File: src/rtl/mem_io_bridge_pkg.sv
// Shared sizing constants for the mesh io bridge.
package mem_io_bridge_pkg;
    localparam int unsigned MIB_PORTS      = 4;
    localparam int unsigned MIB_DATA_WIDTH = 8;
    localparam int unsigned MIB_PORT_WIDTH = 2;
    localparam int unsigned MIB_FIFO_DEPTH = 4;
endpackage

File: src/rtl/mem_io_bridge_fifo.sv
// Synchronous per-port FIFO; pointers carry one extra wrap bit to tell full from empty.
module io_fifo #(
    parameter int unsigned DEPTH = 4,
    parameter int unsigned WIDTH = 8
) (
    input  logic             clk,
    input  logic             rst,
    input  logic             push,
    input  logic [WIDTH-1:0] push_data,
    input  logic             pop,
    output logic [WIDTH-1:0] head,
    output logic             empty,
    output logic             full
);
    localparam int unsigned AW = $clog2(DEPTH);

    logic [WIDTH-1:0] mem [DEPTH];
    logic [AW:0]      wr_ptr;
    logic [AW:0]      rd_ptr;
    logic             do_push;
    logic             do_pop;

    assign empty   = (wr_ptr == rd_ptr);
    assign full    = (wr_ptr[AW] != rd_ptr[AW]) && (wr_ptr[AW-1:0] == rd_ptr[AW-1:0]);
    assign head    = mem[rd_ptr[AW-1:0]];
    assign do_pop  = pop && !empty;
    // A pop in the same cycle frees the slot, so a push into a full FIFO still lands.
    assign do_push = push && (!full || do_pop);

    always_ff @(posedge clk) begin
        if (rst) begin
            wr_ptr <= '0;
            rd_ptr <= '0;
        end else begin
            if (do_push) wr_ptr <= wr_ptr + (AW+1)'(1);
            if (do_pop)  rd_ptr <= rd_ptr + (AW+1)'(1);
        end
    end

    always_ff @(posedge clk) begin
        if (do_push) mem[wr_ptr[AW-1:0]] <= push_data;
    end
endmodule

File: src/rtl/mem_io_bridge.sv
// Bridge between the mesh io bus and a tagged valid/ready stream in both directions.
module mem_io_bridge
    import mem_io_bridge_pkg::*;
#(
    parameter int unsigned PORTS      = MIB_PORTS,
    parameter int unsigned DATA_WIDTH = MIB_DATA_WIDTH,
    parameter int unsigned PORT_WIDTH = MIB_PORT_WIDTH,
    parameter int unsigned FIFO_DEPTH = MIB_FIFO_DEPTH
) (
    input  logic                        clk,
    input  logic                        rst,
    input  logic [PORTS-1:0]            io_active_out,
    input  logic [PORTS*DATA_WIDTH-1:0] io_data_out,
    output logic [PORTS-1:0]            io_active_in,
    output logic [PORTS*DATA_WIDTH-1:0] io_data_in,
    output logic                        out_valid,
    input  logic                        out_ready,
    output logic [PORT_WIDTH-1:0]       out_port,
    output logic [DATA_WIDTH-1:0]       out_data,
    input  logic                        in_valid,
    output logic                        in_ready,
    input  logic [PORT_WIDTH-1:0]       in_port,
    input  logic [DATA_WIDTH-1:0]       in_data,
    input  logic                        ovf_clear,
    output logic [PORTS-1:0]            overflow
);
    logic [PORTS-1:0]            fifo_empty;
    logic [PORTS-1:0]            fifo_full;
    logic [PORTS-1:0]            pop;
    logic [DATA_WIDTH-1:0]       head [PORTS];
    logic [PORT_WIDTH-1:0]       rr;
    logic [PORT_WIDTH-1:0]       grant;
    logic [PORT_WIDTH-1:0]       cand;
    logic                        any_ready;
    logic                        load;
    logic [PORTS-1:0]            ovf_set;
    logic [PORTS-1:0]            in_hit;
    logic [PORTS*DATA_WIDTH-1:0] in_data_next;

    for (genvar p = 0; p < PORTS; p++) begin : g_fifo
        io_fifo #(
            .DEPTH (FIFO_DEPTH),
            .WIDTH (DATA_WIDTH)
        ) u_fifo (
            .clk       (clk),
            .rst       (rst),
            .push      (io_active_out[p]),
            .push_data (io_data_out[p*DATA_WIDTH +: DATA_WIDTH]),
            .pop       (pop[p]),
            .head      (head[p]),
            .empty     (fifo_empty[p]),
            .full      (fifo_full[p])
        );
    end

    // Search starts just after the last grant, so the last winner has lowest priority.
    always_comb begin
        grant     = '0;
        cand      = '0;
        any_ready = 1'b0;
        for (int unsigned i = 1; i <= PORTS; i++) begin
            cand = PORT_WIDTH'((32'(rr) + i) % PORTS);
            if (!any_ready && !fifo_empty[cand]) begin
                grant     = cand;
                any_ready = 1'b1;
            end
        end
    end

    assign load = (!out_valid || out_ready) && any_ready;

    always_comb begin
        pop          = '0;
        ovf_set      = '0;
        in_hit       = '0;
        in_data_next = '0;
        for (int unsigned p = 0; p < PORTS; p++) begin
            pop[p]     = load && (grant == p[PORT_WIDTH-1:0]);
            ovf_set[p] = io_active_out[p] && fifo_full[p] && !pop[p];
            in_hit[p]  = in_ready && in_valid && (in_port == p[PORT_WIDTH-1:0]);
            if (in_hit[p]) in_data_next[p*DATA_WIDTH +: DATA_WIDTH] = in_data;
        end
    end

    always_ff @(posedge clk) begin
        if (rst) begin
            rr           <= PORT_WIDTH'(PORTS-1);
            out_valid    <= 1'b0;
            out_port     <= '0;
            out_data     <= '0;
            io_active_in <= '0;
            io_data_in   <= '0;
            overflow     <= '0;
            in_ready     <= 1'b0;
        end else begin
            in_ready     <= 1'b1;
            io_active_in <= in_hit;
            io_data_in   <= in_data_next;
            overflow     <= (overflow & ~{PORTS{ovf_clear}}) | ovf_set;
            if (load) begin
                out_valid <= 1'b1;
                out_port  <= grant;
                out_data  <= head[grant];
                rr        <= grant;
            end else if (out_ready) begin
                out_valid <= 1'b0;
            end
        end
    end
endmodule
File: config.mk
export PLATFORM = sky130hd
export DESIGN_NAME = mem_io_bridge
export DESIGN_NICKNAME = d
export VERILOG_FILES = /design/src/rtl/mem_io_bridge_pkg.sv /design/src/rtl/mem_io_bridge_fifo.sv /design/src/rtl/mem_io_bridge.sv
export SDC_FILE = /design/constraint.sdc
export NUM_CORES = 1
export LEC_CHECK = 0
export ABC_AREA = 1
export CELL_PAD_IN_SITES_DETAIL_PLACEMENT = 2
export CELL_PAD_IN_SITES_GLOBAL_PLACEMENT = 2
export CORE_MARGIN = 1
export CORE_UTILIZATION = 39
export DETAILED_ROUTE_END_ITERATION = 10
export PLACE_DENSITY_LB_ADDON = 0.05
export SLEW_MARGIN = 20
export SYNTH_ARGS = -nofsm -noshare
export SYNTH_HDL_FRONTEND = slang
export SYNTH_SLANG_ARGS = --single-unit
File: constraint.sdc
create_clock -name clk -period 4.35 [get_ports clk]
set_input_delay 1.0875 -clock clk [delete_from_list [all_inputs] [get_ports clk]]
set_output_delay 1.0875 -clock clk [all_outputs]
set_load 0.03 [all_outputs]
==> results.json <==
{
  "yosysSeqAreaShare": 0.638,
  "post_cts_buffers": 0,
  "worstHoldPathType": "reg2reg",
  "crit_arrival_ns": 3.66,
  "fin_crit_ns": 3.54,
  "htree_levels": 1,
  "whs_ns": 0.473,
  "route.detailed.drc": 0,
  "finalWorstSetupSlack_ns": 0.812,
  "diodes": 0,
  "synth_seq_cells": 214,
  "critical_path_class": "reg2reg",
  "io_buffers": 102,
  "grt_util_all_layers": 0.230,
  "initial_core_util": 0.399,
  "ant_nets": 0,
  "worst-path-buf-inv": 1,
  "final_common_cell": "nand2_1",
  "drt_iter0_markers": 241,
  "cts-buffers-inserted": 25,
  "num_rows": 54,
  "cts_tree": "yes",
  "synth_cell_types": 33,
  "rsz0062_at_grt": "false",
  "crit_chain": "inv_2 -> nand2_1 -> nand3_1 -> nand2_1 -> nand2_1 -> nand2_1 -> nand2_1 -> nand2_4 -> nand2_2 -> o21bai_4 -> nand2_2 -> nor2_1",
  "clock_latency_ns": 0.50,
  "drt-pass1-iter-count": 4,
  "ir_worst_vdd_mv": 0.263,
  "maxSlewViolCount": 0,
  "io_pins": 103,
  "critical-path-top-delay-family": "simple AND/OR/NAND/NOR gates",
  "postSynthAreaPerCell_um2": 10.5,
  "fin_setup_tns_ns": 0,
  "cts-resized-gates": 0,
  "areaGrowthSynthToFinish_pct": 23.3,
  "slew_headroom": 0.363,
  "status": "completed",
  "layout.nets": 1009,
  "antenna_found_initial": 0,
  "finalWirelength_um": 26200,
  "ctsHoldBuffers": 0,
  "clock_path_buffers": 3,
  "leakage_nw": 4.10,
  "multi_input_area_um2": 2720,
  "skew_ns": 0.00916,
  "pre_cts_slack_ns": 0.630,
  "timing_hold_violations_final": 0,
  "power_density_nw_per_um2": 635,
  "routedWlPerCell_um": 21.2,
  "setup_viol": 0,
  "fin_crit_sh": 0.813,
  "synthesis.area_um2": 8730,
  "die_x_um": 152,
  "critPathLaunch": "rr[0]",
  "cp-end-kind": "flip-flop",
  "cp_slowest_cell": "dfxtp_1",
  "rr_startpoint": "rr[0]",
  "fp.dieArea_um2": 23000,
  "worst_ep_required_time_ns": 4.48,
  "coreArea_um2": 21900,
  "grt_remaining_overflow": 0,
  "final_util": 0.491,
  "die_h_um": 152,
  "yosys_warnings": 0,
  "fill_cells": 2229,
  "crit_top_cell": "nand2_1",
  "fmaxAchievable_ghz": 0.283,
  "syn-num-nets": 905,
  "worst_pin_slew_ns": 0.952,
  "final_cell_mix": "143 x nand2_1, 128 x edfxtp_1, 104 x nor2_1",
  "grt_pass1_vias": 7151,
  "min_from": "overflow[0]",
  "routabilityCongestion": 0.805,
  "worst_setup_path_start_kind": "flip-flop",
  "maxCapViolCount": 0,
  "syn_inst": 834,
  "dp_hpwl_um": 19200,
  "cts.sinks": 214,
  "viasPerCell": 5.24,
  "cts_root_buf": "clkbuf_16",
  "power_w": 0.00683,
  "vias": 6479,
  "cpPeakStageDelay_ns": 0.68,
  "grt_max_degree": 35,
  "drive_above_1_share": 0.0837,
  "grt_pass1_wl_um": 39600,
  "path_clk_slew_ns": 0.06,
  "seq_area_um2": 5570,
  "cp_max_fo": 34
}
## worst paths after layout
| kind | to | slack [ns] | cells after the start |
|---|---|---|---|
| max | g_fifo[1].u_fifo.mem[1][5] | 0.81 | 12 |
| min | overflow[0] | 0.47 | 2 |
| max reg2reg | g_fifo[1].u_fifo.mem[1][5] | 0.81 | 12 |
| min reg2reg | overflow[0] | 0.47 | 2 |
## sequential cells by signal, summed over array words and instances, names as in the netlist, named ones only
name / flops
out_port: 2
g_fifo.u_fifo.wr_ptr: 12
io_data_in: 32
overflow: 4
g_fifo.u_fifo.rd_ptr: 12
in_ready: 1
out_valid: 1
rr: 2
io_active_in: 4
g_fifo.u_fifo.mem: 128
out_data: 8
## through the flow
step,area (µm²),std cells
finish,10800,1236
global route,10800,1236
CTS,10800,1236
detailed placement,9970,1191
global placement,9970,1191
floorplan,8730,834
## cell families (layout without fill, tap and decap cells)
logic type                 count (synthesis)  in the layout  share of synthesized area
AOI/OAI and AO/OA                        154            154                      0.101
buffers and inverters                    108            230                     0.0509
and+or+nand+nor                          330            330                      0.170
adders and majority gates                 20             20                     0.0287
DFF                                      214            214                      0.638
xor gates and xnor gates                   8              8                     0.0115
## synthesized netlist by cell type, drive strengths merged
master	n	area share
a32o	9	0.010
o22ai	16	0.011
nor3	6	0.0034
clkbuf	18	0.0077
buf	9	0.0083
ha	20	0.029
xor2	4	0.0040
a31oi	1	0.00072
o21bai	1	0.0022
edfxtp	128	0.44
nand4	14	0.011
inv	81	0.035
nor4	1	0.00072
nand2	159	0.078
nor2	107	0.049
nor3b	1	0.00086
o211ai	9	0.0077
nand3	42	0.028
dfxtp	86	0.20
a21oi	60	0.036
o21ai	58	0.033
xnor2	4	0.0075
## final cells by class
class | instances | area share
well taps | 280 | 0.0326
inverters | 81 | 0.0283
clock buffers | 36 | 0.0651
flip-flops and latches | 214 | 0.517
multi-input cells | 512 | 0.253
repair buffers | 104 | 0.0963
clock inverters | 9 | 0.00768
## tightest hold or removal path, delay by kind of cell, from the launching register on
family | cells | cell delay, ns
AO/OA/AOI/OAI | 1 | 0.05
flip-flops | 1 | 0.31
AND/OR/NAND/NOR | 1 | 0.06
## report_power, final
part	internal [W]	switching (W)	total [W]
combinational	0.000710	0.00163	0.00234
sequential	0.00232	0.000183	0.00250
clock	0.00118	0.000808	0.00199
## per-layer routing
metal / track usage / routed length (µm) / up-vias
li1: - / - / 3061
met5: 0 / 0 / -
met2: 0.422 / 13600 / 130
met3: 0.0380 / 1300 / 39
met4: 0.0698 / 641 / 0
met1: 0.273 / 10700 / 3249
No activity file was read; power rests on OpenSTA's default activity.
